### config.mk
export PLATFORM = sky130hd
export DESIGN_NAME = bullet_ctrl
export DESIGN_NICKNAME = d
export VERILOG_FILES = /design/src/rtl/tank_pkg.sv /design/src/rtl/pixel_in_box.sv /design/src/rtl/bullet_ctrl.sv
export SDC_FILE = /design/constraint.sdc
export NUM_CORES = 1
export LEC_CHECK = 0
export BUFFER_PORTS_ARGS = -buffer_cell sky130_fd_sc_hd__buf_2
export CAP_MARGIN = 20
export CORE_MARGIN = 1.5
export CORE_UTILIZATION = 50
export DETAILED_ROUTE_END_ITERATION = 10
export HOLD_SLACK_MARGIN = 0.08
export PLACE_DENSITY = 0.79
export SYNTH_ARGS = -nofsm -noshare
export SYNTH_HDL_FRONTEND = slang
export SYNTH_SLANG_ARGS = --single-unit
export TNS_END_PERCENT = 10
### constraint.sdc
create_clock -name clk_i -period 4.7 [get_ports clk_i]
set_clock_uncertainty 0.05 [all_clocks]
set_input_delay 0.94 -clock clk_i [delete_from_list [all_inputs] [get_ports clk_i]]
set_output_delay 0.94 -clock clk_i [all_outputs]
set_load 0.005 [all_outputs]
### src/rtl/tank_pkg.sv
// Shared definitions for the tank game blocks: heading encoding and map
// block types. The map block and the bullet controller both import this.
package tank_pkg;

    // Tank / bullet heading as driven on tank_dir_i.
    typedef enum logic [1:0] {
        DIR_UP    = 2'b00,
        DIR_RIGHT = 2'b01,
        DIR_DOWN  = 2'b10,
        DIR_LEFT  = 2'b11
    } dir_t;

    // Map cell contents.
    localparam logic [2:0] BRICK = 3'd0;
    localparam logic [2:0] WALL  = 3'd1;
    localparam logic [2:0] TREE  = 3'd2;
    localparam logic [2:0] WATER = 3'd3;
    localparam logic [2:0] AIR   = 3'd4;

    // Tanks are 32x32; a 4x4 bullet starts at offset 14 so it sits in the centre.
    localparam int unsigned TANK_SIZE       = 32;
    localparam logic [9:0]  TANK_CENTRE_OFS = 10'd14;

endpackage

### src/rtl/pixel_in_box.sv
// Square hit test: is (pos_x, pos_y) inside the size x size box whose upper-left
// corner is (org_x, org_y)? Subtraction wraps in 10 bits, so a position left of
// or above the origin becomes a large value and fails the compare.
module pixel_in_box (
    input  logic [9:0] pos_x_i,
    input  logic [9:0] pos_y_i,
    input  logic [9:0] org_x_i,
    input  logic [9:0] org_y_i,
    input  logic [9:0] size_i,
    output logic       hit_o
);

    logic [9:0] dx;
    logic [9:0] dy;

    // Offset from the box origin and bounds test on both axes.
    always_comb begin
        dx    = pos_x_i - org_x_i;
        dy    = pos_y_i - org_y_i;
        hit_o = (dx < size_i) && (dy < size_i);
    end

endmodule

### src/rtl/bullet_ctrl.sv
// Single-bullet controller: spawns at the tank centre on fire, moves once per
// frame along the latched heading, explodes for EXPLODE_FRAMES frames after it
// touches a hard block, and draws itself into the raster.
// The dbg_* outputs expose state and position for observation only.
module bullet_ctrl
    import tank_pkg::*;
#(
    parameter int COLOR_BITS     = 24,
    parameter int SPEED          = 4,
    parameter int BSIZE          = 4,
    parameter int EXPLODE_FRAMES = 8
) (
    input  logic                    clk_i,
    input  logic                    reset_i,
    input  logic                    frame_tick_i,
    input  logic                    fire_i,
    input  logic [9:0]              tank_x_i,
    input  logic [9:0]              tank_y_i,
    input  logic [1:0]              tank_dir_i,
    input  logic [9:0]              hpos_i,
    input  logic [9:0]              vpos_i,
    input  logic                    display_enable_i,
    input  logic                    all_hard_block_i,
    output logic                    bullet_collide_o,
    output logic                    bullet_enable_o,
    output logic [COLOR_BITS/3-1:0] bullet_red_o,
    output logic [COLOR_BITS/3-1:0] bullet_green_o,
    output logic [COLOR_BITS/3-1:0] bullet_blue_o,
    output logic                    active_o,
    output logic [1:0]              dbg_state_o,
    output logic [9:0]              dbg_bx_o,
    output logic [9:0]              dbg_by_o
);

    localparam int CH    = COLOR_BITS / 3;
    localparam int CNT_W = (EXPLODE_FRAMES > 1) ? $clog2(EXPLODE_FRAMES) : 1;

    localparam logic [9:0]       SPEED_V    = 10'(SPEED);
    localparam logic [9:0]       BSIZE_V    = 10'(BSIZE);
    localparam logic [9:0]       EXP_SIZE   = 10'd8;
    localparam logic [9:0]       EXP_OFS    = 10'd2;
    localparam logic [CNT_W-1:0] CNT_LAST   = CNT_W'(EXPLODE_FRAMES - 1);
    localparam logic [CH-1:0]    COLOUR_MAX = '1;
    localparam logic [CH-1:0]    COLOUR_HALF = COLOUR_MAX >> 1;

    typedef enum logic [1:0] {
        S_IDLE    = 2'd0,
        S_FLYING  = 2'd1,
        S_EXPLODE = 2'd2
    } state_t;

    state_t           state_q, state_d;
    logic [9:0]       bx_q, bx_d;
    logic [9:0]       by_q, by_d;
    dir_t             dir_q, dir_d;
    logic             hit_q, hit_d;
    logic [CNT_W-1:0] cnt_q, cnt_d;

    logic             in_box;
    logic             in_exp_box;
    logic [9:0]       exp_x;
    logic [9:0]       exp_y;
    logic             collide;

    // Explosion is drawn 2 pixels up-left of the bullet so it is centred on it.
    always_comb begin
        exp_x = bx_q - EXP_OFS;
        exp_y = by_q - EXP_OFS;
    end

    pixel_in_box u_bullet_box (
        .pos_x_i (hpos_i),
        .pos_y_i (vpos_i),
        .org_x_i (bx_q),
        .org_y_i (by_q),
        .size_i  (BSIZE_V),
        .hit_o   (in_box)
    );

    pixel_in_box u_explode_box (
        .pos_x_i (hpos_i),
        .pos_y_i (vpos_i),
        .org_x_i (exp_x),
        .org_y_i (exp_y),
        .size_i  (EXP_SIZE),
        .hit_o   (in_exp_box)
    );

    // Collision is purely combinational so the map sees it on the same pixel.
    always_comb begin
        collide = (state_q == S_FLYING) && display_enable_i && in_box && all_hard_block_i;
    end

    // State, position, heading, hit flag and explosion counter.
    always_ff @(posedge clk_i or posedge reset_i) begin
        if (reset_i) begin
            state_q <= S_IDLE;
            bx_q    <= '0;
            by_q    <= '0;
            dir_q   <= DIR_UP;
            hit_q   <= 1'b0;
            cnt_q   <= '0;
        end else begin
            state_q <= state_d;
            bx_q    <= bx_d;
            by_q    <= by_d;
            dir_q   <= dir_d;
            hit_q   <= hit_d;
            cnt_q   <= cnt_d;
        end
    end

    // Next-state logic. A hit seen anywhere in a frame is acted on at the next
    // frame tick, so the bullet never moves into the block it touched.
    always_comb begin
        state_d = state_q;
        bx_d    = bx_q;
        by_d    = by_q;
        dir_d   = dir_q;
        hit_d   = hit_q;
        cnt_d   = cnt_q;
        case (state_q)
            S_IDLE: begin
                // Fire wins over a coincident frame tick: spawn only, no move.
                if (fire_i) begin
                    state_d = S_FLYING;
                    bx_d    = tank_x_i + TANK_CENTRE_OFS;
                    by_d    = tank_y_i + TANK_CENTRE_OFS;
                    dir_d   = dir_t'(tank_dir_i);
                    hit_d   = 1'b0;
                    cnt_d   = '0;
                end
            end
            S_FLYING: begin
                if (frame_tick_i) begin
                    hit_d = 1'b0;
                    if (hit_q) begin
                        state_d = S_EXPLODE;
                        cnt_d   = '0;
                    end else begin
                        case (dir_q)
                            DIR_UP:    by_d = by_q - SPEED_V;
                            DIR_RIGHT: bx_d = bx_q + SPEED_V;
                            DIR_DOWN:  by_d = by_q + SPEED_V;
                            default:   bx_d = bx_q - SPEED_V;
                        endcase
                    end
                end else if (collide) begin
                    hit_d = 1'b1;
                end
            end
            S_EXPLODE: begin
                if (frame_tick_i) begin
                    if (cnt_q == CNT_LAST) begin
                        state_d = S_IDLE;
                        cnt_d   = '0;
                    end else begin
                        cnt_d = cnt_q + 1'b1;
                    end
                end
            end
            default: begin
                state_d = S_IDLE;
            end
        endcase
    end

    // Pixel output: white bullet while flying, orange square while exploding.
    always_comb begin
        bullet_enable_o = 1'b0;
        bullet_red_o    = '0;
        bullet_green_o  = '0;
        bullet_blue_o   = '0;
        case (state_q)
            S_FLYING: begin
                if (display_enable_i && in_box) begin
                    bullet_enable_o = 1'b1;
                    bullet_red_o    = COLOUR_MAX;
                    bullet_green_o  = COLOUR_MAX;
                    bullet_blue_o   = COLOUR_MAX;
                end
            end
            S_EXPLODE: begin
                if (display_enable_i && in_exp_box) begin
                    bullet_enable_o = 1'b1;
                    bullet_red_o    = COLOUR_MAX;
                    bullet_green_o  = COLOUR_HALF;
                end
            end
            default: begin
            end
        endcase
    end

    // Status and debug visibility.
    always_comb begin
        bullet_collide_o = collide;
        active_o         = (state_q != S_IDLE);
        dbg_state_o      = state_q;
        dbg_bx_o         = bx_q;
        dbg_by_o         = by_q;
    end

endmodule

==> results_dict.tcl <==
set metrics [dict create \
    path_max_fanout 8 \
    first_pass_iters 4 \
    gp_congestion 0.929 \
    grt_pass1_wl_mm 15.5 \
    wirelength_mm 9.30 \
    max-cap-violations 0 \
    crit_required_ns 3.71 \
    grt_pass1_vias 3357 \
    r2r_cells 12 \
    grt_overflow 0 \
    vias 3496 \
    swShare 0.514 \
    synthCells 461 \
    powerDensity_nw_per_um2 700 \
    ant_nets 0 \
    ys_seq_area_frac 0.183 \
    ios 97 \
    placed_cells 633 \
    post-route-period-util 0.973 \
    hold_depth 2 \
    via_per_inst 5.46 \
    setup_slack_ns 0.129 \
    setup_viol 0 \
    grt.total_usage 0.229 \
    syn_area_um2 3830 \
    start_util 0.523 \
    yosysWarnings 0 \
    hpwl_mm 7.90 \
    antenna_found_initial 0 \
    area_delta_synth_final_pct 14.8 \
    synth_edf_count 0 \
    core.rowCount 31 \
    fin_tns_setup_ns 0 \
    die_area_um2 8200 \
    yosysUniqueCellTypes 60 \
    worst_slew_pin_slew_ns 0.593 \
    final_nets 655 \
    ir_drop_mv 0.368 \
    final_util 0.600 \
    drive_gt1_frac 0.235 \
    status "finished clean" \
    die_width_um 90.5 \
    final_cells 640 \
    coreArea_um2 7330 \
    drv_slew 0 \
    period_needed_ns 4.57 \
    port_buffers 96 \
    numCtsBuffers 3 \
    end_kind "primary output" \
    diodes 0 \
    cts_root_buf "clkbuf_8" \
    clk_latency_ns 0.28 \
    clock-sinks 28 \
    combPwrFrac 0.787 \
    dr.first_iter.drc_count 89 \
    final_cell_mix "96 x buf_2, 54 x inv_1, 50 x ha_1" \
    p_int_mw 1.50 \
    die_h_um 90.5 \
    syn_avg_cell_area_um2 8.31 \
    htree_levels 1 \
    grt_max_degree 29 \
    synth_ff_type "dfrtp_1" \
    synthArstFlopShare 1.00 \
    power_frac_clock 0.050 \
    final_common_cell "buf_2" \
    synthesis.nets 574 \
    place_ws_ns 0.0515 \
    min-delay-path-class "flip-flop to flip-flop" \
    leakage_nw 2.25 \
    power_frac_seq 0.163 \
    max_freq_mhz 219 \
    criticalPathCategory "primary input to primary output" \
    cts.path.max_buffers 2 \
    hold_viol 0 \
    nFillCells 657 \
    cts_tree "built" \
    p_switching_mw 1.58 \
    clk_pin_slew_worst_paths_ns 0.10 \
    startpoint_type "primary input" \
    wl_per_cell_um 14.5 \
    crit_arrival_ns 3.58 \
    relSlewSlack 0.602 \
    cts_hold_buffers 0 \
    total_power_mw 3.08 \
    drc 0 \
    synth_seq_cells 28 \
]
-- power groups by stage --
stage | combinational, mW | sequential, mW | clock (mW)
CTS | 2.38 | 0.504 | 0.154
global placement | 2.28 | 0.500 | 0
global route | 2.71 | 0.520 | 0.160
floorplan | 1.82 | 0.472 | 0
detailed placement | 2.37 | 0.509 | 0
finish | 2.42 | 0.501 | 0.153
-- final timing paths --
kind	start	end	slack, ns
hold / removal	cnt_q[1]	cnt_q[1]	0.51
setup / recovery	vpos_i[2]	bullet_green_o[4]	0.13
hold reg to reg	cnt_q[1]	cnt_q[1]	0.51
min in group asynchronous	reset_i	dir_q[0]	0.61
max in group asynchronous	reset_i	cnt_q[1]	3.54
setup reg to reg	dbg_bx_o[2]	hit_q	1.60
-- sequential cells by signal, indices dropped and copies added (netlist names) --
register,count
hit_q,1
cnt_q,3
dbg_bx_o,10
dir_q,2
dbg_state_o,2
dbg_by_o,10
-- critical path, cell delays in order --
cell      delay [ns]
buf_2           0.10
ha_2            0.20
fa_1            0.49
or2_0           0.23
a22o_1          0.22
a31o_2          0.26
a21oi_2         0.18
o21bai_2        0.10
xnor2_1         0.15
nand4_1         0.14
o32ai_2         0.27
buf_4           0.19
buf_2           0.11
-- repair_timing --
action,in CTS,in global routing
endpoints found under the setup margin,0,24
setup buffers,0,1
resized for setup,0,5
-- stage by stage --
| stage | instance area, um^2 | hold WS [ns] |
|---|---|---|
| final | 4400 | 0.508 |
| after global routing | 4400 | 0.527 |
| after CTS | 4370 | 0.508 |
| after detailed placement | 4310 | 0.489 |
| after global placement | 4290 | 0.470 |
| after floorplan | 3840 | 0.444 |
-- logic make-up (layout without fill, tap and decap cells) --
| group | Yosys count | in the layout | share of synthesized area |
|---|---|---|---|
| mux | 10 | 10 | 0.0271 |
| compound gates | 121 | 121 | 0.207 |
| fa+ha+maj | 65 | 65 | 0.240 |
| buf+inv | 82 | 162 | 0.102 |
| xor+xnor | 38 | 38 | 0.0869 |
| flops | 28 | 28 | 0.183 |
| simple gates | 117 | 117 | 0.155 |
-- routing by layer --
metal  GRT usage  wire, um  vias up
met4      0.0635       138        0
met3      0.0185       414       15
li1            -         -     1744
met2       0.407      4630       94
met5           0         0        -
met1       0.294      4120     1643
-- final cells by class --
| type | count | area (um^2) | area share |
|---|---|---|---|
| Clock buffer | 4 | 55.1 | 0.0125 |
| Inverter | 54 | 203 | 0.0461 |
| Multi-Input combinational cell | 351 | 2760 | 0.626 |
| Sequential cell | 28 | 701 | 0.159 |
| Tap cell | 99 | 124 | 0.0282 |
| Timing Repair Buffer | 104 | 561 | 0.127 |
-- synth_stat cells, drive strengths merged (5+ instances only) --
library cell	instances	share of area
buf	23	0.044
nor3	8	0.010
dfrtp	28	0.18
nor2	22	0.022
ha	51	0.17
o21bai	6	0.012
o21ai	31	0.040
nand3	11	0.014
inv	54	0.053
xor2	17	0.039
mux2i	7	0.018
nand2b	11	0.018
clkbuf	5	0.0049
a21o	5	0.0098
fa	14	0.073
nor2b	5	0.0082
a21oi	34	0.046
nand2	36	0.035
xnor2	21	0.048
a211oi	9	0.019
Note: power is estimated with default switching activity, not from simulation.
